$ cat config.mk
export PLATFORM = sky130hd
export DESIGN_NAME = xmem_rd_stage
export DESIGN_NICKNAME = d
export VERILOG_FILES = /design/src/rtl/xmem_rd_stage_pkg.sv /design/src/rtl/xmem_rd_stage_pipe.sv /design/src/rtl/xmem_rd_stage.sv
export SDC_FILE = /design/constraint.sdc
export NUM_CORES = 1
export LEC_CHECK = 0
export CORE_AREA = 2 2 77 79
export CTS_CLUSTER_SIZE = 25
export DETAILED_ROUTE_END_ITERATION = 7
export DIE_AREA = 0 0 79 81
export PLACE_DENSITY = 0.87
export SETUP_SLACK_MARGIN = 0.05
export SLEW_MARGIN = 5
export SYNTH_ARGS = -nofsm -noshare
export SYNTH_HDL_FRONTEND = slang
export SYNTH_HIERARCHICAL = 1
export SYNTH_SLANG_ARGS = --single-unit
$ cat constraint.sdc
create_clock -name clk -period 3.8 [get_ports clk]
set_input_delay 0.76 -clock clk [delete_from_list [all_inputs] [get_ports clk]]
set_output_delay 0.76 -clock clk [all_outputs]
set_load 0.01 [all_outputs]
$ cat src/rtl/xmem_rd_stage_pkg.sv
// Shared definitions for the xmem read-issue stage: default widths,
// the 2-bit FSM state encoding and the minimum RUN dwell before DRAIN.
// Optional feature macro used by the top: XMEMRD_BITREV_EN.
package xmem_rd_stage_pkg;

    localparam int XMEMRD_MEM_ADDR_W = 10;

    localparam int XMEMRD_DATA_W = 32;

    localparam logic [1:0] XMEMRD_IDLE  = 2'd0;
    localparam logic [1:0] XMEMRD_RUN   = 2'd1;
    localparam logic [1:0] XMEMRD_DRAIN = 2'd2;
    localparam logic [1:0] XMEMRD_DONE  = 2'd3;

    typedef enum logic [1:0] {
        S_IDLE  = XMEMRD_IDLE,
        S_RUN   = XMEMRD_RUN,
        S_DRAIN = XMEMRD_DRAIN,
        S_DONE  = XMEMRD_DONE
    } xmemrd_state_t;

    // The generator's done level is stale for this many RUN cycles.
    localparam logic [1:0] XMEMRD_MIN_RUN = 2'd2;

endpackage

$ cat src/rtl/xmem_rd_stage_pipe.sv
// xmemrd_pipe: valid-bit shift register tracking reads in flight.
// Ports: clk, rst (sync, active-low), flush, push (RAM enable),
//        tap (valid aligned with RAM data), valid (aligned with
//        registered data), empty (no word left that will reach tap).
module xmemrd_pipe
    import xmem_rd_stage_pkg::*;
#(
    parameter int DEPTH = 2
) (
    input  logic clk,
    input  logic rst,
    input  logic flush,
    input  logic push,
    output logic tap,
    output logic valid,
    output logic empty
);

    logic [DEPTH-1:0] stage;

    always_ff @(posedge clk) begin
        if (!rst || flush) begin
            stage <= '0;
        end else begin
            stage <= {stage[DEPTH-2:0], push};
        end
    end

    assign tap   = stage[DEPTH-2];
    assign valid = stage[DEPTH-1];

    // The output stage is excluded: a word sitting there is already
    // delivered, so DONE can be entered on the same edge it leaves.
    assign empty = !push && (stage[DEPTH-2:0] == '0);

endmodule

$ cat src/rtl/xmem_rd_stage.sv
// xmem_rd_stage: issues generator addresses to a synchronous RAM,
// realigns read data with a valid strobe, counts words, signals done.
// Ports: clk, rst (sync, active-low), run, addr_in, mem_en_in, done_in,
//        [bitrev], mem_addr, mem_en, mem_data, data_out, data_valid,
//        count, done. Define XMEMRD_BITREV_EN for bit-reversed addressing.
module xmem_rd_stage
    import xmem_rd_stage_pkg::*;
#(
    parameter int MEM_ADDR_W = XMEMRD_MEM_ADDR_W,
    parameter int DATA_W     = XMEMRD_DATA_W,
    parameter int RD_LAT     = 1
) (
    input  logic                  clk,
    input  logic                  rst,
    input  logic                  run,
    input  logic [MEM_ADDR_W-1:0] addr_in,
    input  logic                  mem_en_in,
    input  logic                  done_in,
`ifdef XMEMRD_BITREV_EN
    input  logic                  bitrev,
`endif
    output logic [MEM_ADDR_W-1:0] mem_addr,
    output logic                  mem_en,
    input  logic [DATA_W-1:0]     mem_data,
    output logic [DATA_W-1:0]     data_out,
    output logic                  data_valid,
    output logic [MEM_ADDR_W:0]   count,
    output logic                  done
);

    xmemrd_state_t         state;
    logic [1:0]            run_age;
    logic [MEM_ADDR_W-1:0] addr_next;
    logic                  word_in;
    logic                  pipe_empty;

`ifdef XMEMRD_BITREV_EN
    logic [MEM_ADDR_W-1:0] addr_rev;

    always_comb begin
        addr_rev = '0;
        for (int i = 0; i < MEM_ADDR_W; i++) begin
            addr_rev[i] = addr_in[MEM_ADDR_W-1-i];
        end
    end

    assign addr_next = bitrev ? addr_rev : addr_in;
`else
    assign addr_next = addr_in;
`endif

    // Stage 0 is fed by the registered enable, so tap lines up with
    // mem_data RD_LAT cycles later and valid one cycle after that.
    xmemrd_pipe #(
        .DEPTH (RD_LAT + 1)
    ) u_pipe (
        .clk   (clk),
        .rst   (rst),
        .flush (run),
        .push  (mem_en),
        .tap   (word_in),
        .valid (data_valid),
        .empty (pipe_empty)
    );

    always_ff @(posedge clk) begin
        if (!rst) begin
            state    <= S_IDLE;
            run_age  <= '0;
            mem_addr <= '0;
            mem_en   <= 1'b0;
            data_out <= '0;
            count    <= '0;
            done     <= 1'b1;
        end else begin
            if (word_in && !run) begin
                data_out <= mem_data;
            end

            // Counted on the edge that raises data_valid, so count
            // already includes the word currently on data_out.
            if (run) begin
                count <= '0;
            end else if (word_in && (count != '1)) begin
                count <= count + 1'b1;
            end

            if (run) begin
                state   <= S_RUN;
                run_age <= '0;
                mem_en  <= 1'b0;
                done    <= 1'b0;
            end else begin
                unique case (state)
                    S_RUN: begin
                        mem_en <= mem_en_in;
                        if (mem_en_in) begin
                            mem_addr <= addr_next;
                        end
                        if (run_age != XMEMRD_MIN_RUN) begin
                            run_age <= run_age + 1'b1;
                        end
                        if (done_in && !mem_en_in &&
                            (run_age == XMEMRD_MIN_RUN)) begin
                            state <= S_DRAIN;
                        end
                    end
                    S_DRAIN: begin
                        mem_en <= 1'b0;
                        if (pipe_empty) begin
                            state <= S_DONE;
                            done  <= 1'b1;
                        end
                    end
                    S_DONE: begin
                        mem_en <= 1'b0;
                        done   <= 1'b1;
                        state  <= S_IDLE;
                    end
                    S_IDLE: begin
                        mem_en <= 1'b0;
                        done   <= 1'b1;
                    end
                    default: begin
                        mem_en <= 1'b0;
                        state  <= S_IDLE;
                    end
                endcase
            end
        end
    end

endmodule

==> flow_summary_export.csv <==
group,metric,value,unit
worst_setup_path,cp_data_required_time,3.04,ns
sta,worst_slew_pin_slew,0.6034,ns
final_layout,fillers,496,
routing,drtPass1Iterations,4,
logic_synthesis,yosysSeqAreaShare,49.12,%
final_layout,num_antenna_cells,0,
floorplanning,dieArea,6399,um^2
routing,ant_nets,0,
final_layout,syn_to_final_growth,49.92,%
power,leakage,1.344,nW
worst_setup_path,cp_top_family,"buffers and inverters",
clock_tree,cts_buffers,9,
final_layout,final_cells,456,
clock_tree,cts_tree,"done",
global_routing,top_usage_layer,"met2",
power,ir_drop,0.0002023,V
placement,gp_congestion,0.8174,
floorplanning,dieHeight,81,um
final_layout,final_nets,431,
sta,slew_violations,0,
worst_setup_path,crit_slowest_cell,"clkdlybuf4s50_1",
clock_tree,cts_sinks,61,
logic_synthesis,yosysWarningCount,6,
job,cap_violations,0,
floorplanning,initial_core_util,43.81,%
run_status,status,"completed",
worst_setup_path,path_buf_inv,1,
worst_setup_path,crit_chain,"clkdlybuf4s50_1",
worst_setup_path,crit_arrival,1.34,ns
logic_synthesis,synth-seq-cells,61,
sta,clock.fmax,0.4752,GHz
placement,dp_cells,441,
sta,finalCriticalPeriod,2.105,ns
floorplanning,row_count,28,
clock_tree,post_cts_buffers,0,
sta,rsz0062_at_grt,"no",
worst_setup_path,path_class,"reg2out",
logic_synthesis,synthesis.nets,329,
clock_tree,clockRootBuffer,"clkbuf_8",
routing,vias,2199,
sta,setup_viol,0,
global_routing,grt-ovfl-total,0,
global_routing,grt_pass1_wl,8.714,mm
sta,clock_skew,0.004643,ns
global_routing,grt_max_degree,33,
worst_setup_path,worst-path-max-fanout,8,
final_layout,regArea,1221,um^2
worst_setup_path,endpoint_kind,"primary output",
global_routing,grt_antenna_before_repair,0,
floorplanning,dieWidth,79,um
clock_tree,htreeDepth,3,
final_layout,drive_above_1_share,5.249,%
logic_synthesis,syn_inst,275,
routing,wl,5.561,mm
floorplanning,io_pins,103,
global_routing,grt_pass1_vias,2000,
sta,tns,0,ns
clock_tree,cts_resized,0,
logic_synthesis,syn_area_per_cell,9.040,um^2
routing,via_per_inst,4.822,
clock_tree,cts_buffer_depth,2,
routing,drtIter0Drc,80,
global_routing,grt_use_met1,19.85,%
placement,dpl.hpwl,4.063,mm
global_routing,grt_use_met3,4.889,%
floorplanning,core_area,5675,um^2
clock_tree,path_clk_slew,0.06,ns
sta,slew_headroom,59.65,%
global_routing,grt_use_total,17.41,%
sta,hold_violations,0,
global_routing,use_met2,30.00,%
routing,wl_per_cell,12.20,um
clock_tree,clock_latency,0.32,ns
power,power.density,337.3,nW/um^2
clock_tree,cts_hold_buf,0,
worst_setup_path,critPathLaunchType,"flip-flop",
final_layout,multi_input_area,1187,um^2
placement,port_buffers,102,
routing,drc_errors,0,
logic_synthesis,syn_area,2486,um^2
logic_synthesis,yosys.cell_types.count,33,
worst_setup_path,max_stage_delay,0.59,ns
min_path,hold_class,"reg2reg",
sta,fin_crit_sh,55.38,%
==> state kept, by name, summed over array words and instances, names as in the netlist <==
name and flops:
done 1, run_age 2, mem_addr 10, mem_en 1, u_pipe/stage 2, state 2
count 11, data_out 32
==> synthesized netlist by cell type (all sizes together) <==
cell type | instances | area [um^2]
nand4 | 2 | 12.51
and3 | 2 | 12.51
buf | 4 | 20.02
ha | 7 | 87.58
o21ai | 6 | 30.03
a211oi | 3 | 22.52
or3 | 3 | 18.77
o311a | 1 | 10.01
o211ai | 1 | 7.510
o2111ai | 1 | 15.01
nand3b | 3 | 22.52
or2b | 1 | 7.510
xnor2 | 2 | 17.52
clkbuf | 10 | 37.54
xor2 | 3 | 26.28
nor2 | 14 | 52.55
a221oi | 1 | 8.760
nand2 | 69 | 259.0
nand3 | 5 | 25.02
o31ai | 1 | 21.27
dfxtp | 61 | 1221
and4 | 1 | 11.26
mux2i | 11 | 110.1
nor2b | 13 | 81.33
and2 | 1 | 6.260
nand2b | 1 | 6.260
a21boi | 32 | 240.2
a21oi | 3 | 15.01
and3b | 2 | 17.52
inv | 6 | 22.52
o311ai | 2 | 25.03
nor3 | 3 | 15.01
==> cell type report <==
cell class              count  share of cell area (%)
repair buffers            105                   28.00
inverters                   6                  0.6042
multi-input cells         194                   31.86
flip-flops and latches     61                   32.76
clock buffers              13                   3.995
well taps                  75                   2.518
clock inverters             2                  0.2685
==> metal layers <==
layer,wire [um],vias up
met2,2723,67
met3,344,9
met5,0,-
met4,74,0
met1,2418,1000
li1,-,1123
==> per-stage QoR <==
step / area [um^2] / setup WS, ns / util, % / power [W] / hold WS, ns
final: 3727 / 1.695 / 65.67 / 0.001257 / 0.4588
after global routing: 3727 / 1.478 / 65.67 / 0.001315 / 0.4833
after CTS: 3727 / 1.677 / 65.67 / 0.001275 / 0.4638
after detailed placement: 3568 / 1.310 / 62.87 / 0.0008001 / 0.4572
after global placement: 3568 / 1.431 / 62.87 / 0.0007963 / 0.4488
after floorplan: 2486 / 2.179 / - / 0.0007259 / 0.4816
==> cells in the final DEF (no fill, tap or decap), types with 2 or more instances in the layout <==
cell             count
a21boi_0            32
clkbuf_1             3
dfxtp_1             61
nor3_1               3
clkinv_2             2
nand3_1              5
nand3b_1             3
and3b_1              2
ha_1                 7
buf_4                3
or3_1                3
nand4_1              2
xor2_1               3
a211oi_1             3
clkbuf_8            10
clkdlybuf4s50_1    102
a21oi_1              3
inv_1                6
and3_1               2
nor2b_1             12
mux2i_1             11
nand2_1             69
xnor2_1              2
o21ai_0              6
nor2_1              14
==> cell families (layout without fill, tap and decap cells) <==
logic type               Yosys count  count (layout)  share of synthesized area, %
XOR/XNOR                           5               5                         1.762
AO/OA/AOI/OAI                     51              51                         15.90
flip-flops                        61              61                         49.12
adder cells (fa/ha/maj)            7               7                         3.523
buffers and inverters             20             126                         3.221
AND/OR/NAND/NOR                  120             120                         22.04
multiplexers                      11              11                         4.429
==> worst reg2reg max path: stages, from the launching register on <==
cell	delay, ns
dfxtp_1	0.41
ha_1	0.26
nand3_1	0.26
o31ai_4	0.37
xor2_1	0.19
nor2_1	0.06
==> worst paths after layout <==
kind | from | endpoint | slack (ns) | cells past startpoint
worst min register to register | data_out[20] | data_out[20] | 0.46 | 2
worst max-delay path | count[2] | count[2] | 1.70 | 1
worst max register to register | count[0] | count[0] | 2.13 | 5
worst min-delay path | data_out[20] | data_out[20] | 0.46 | 2
==> power by group <==
part | internal [W] | switching, W | total (W)
clock | 0.000249 | 0.000222 | 0.000472
combinational | 0.0000799 | 0.0000462 | 0.000126
sequential | 0.000650 | 0.00000862 | 0.000659
total | 0.000980 | 0.000277 | 0.00126
Note: power is estimated with default switching activity, not from simulation.
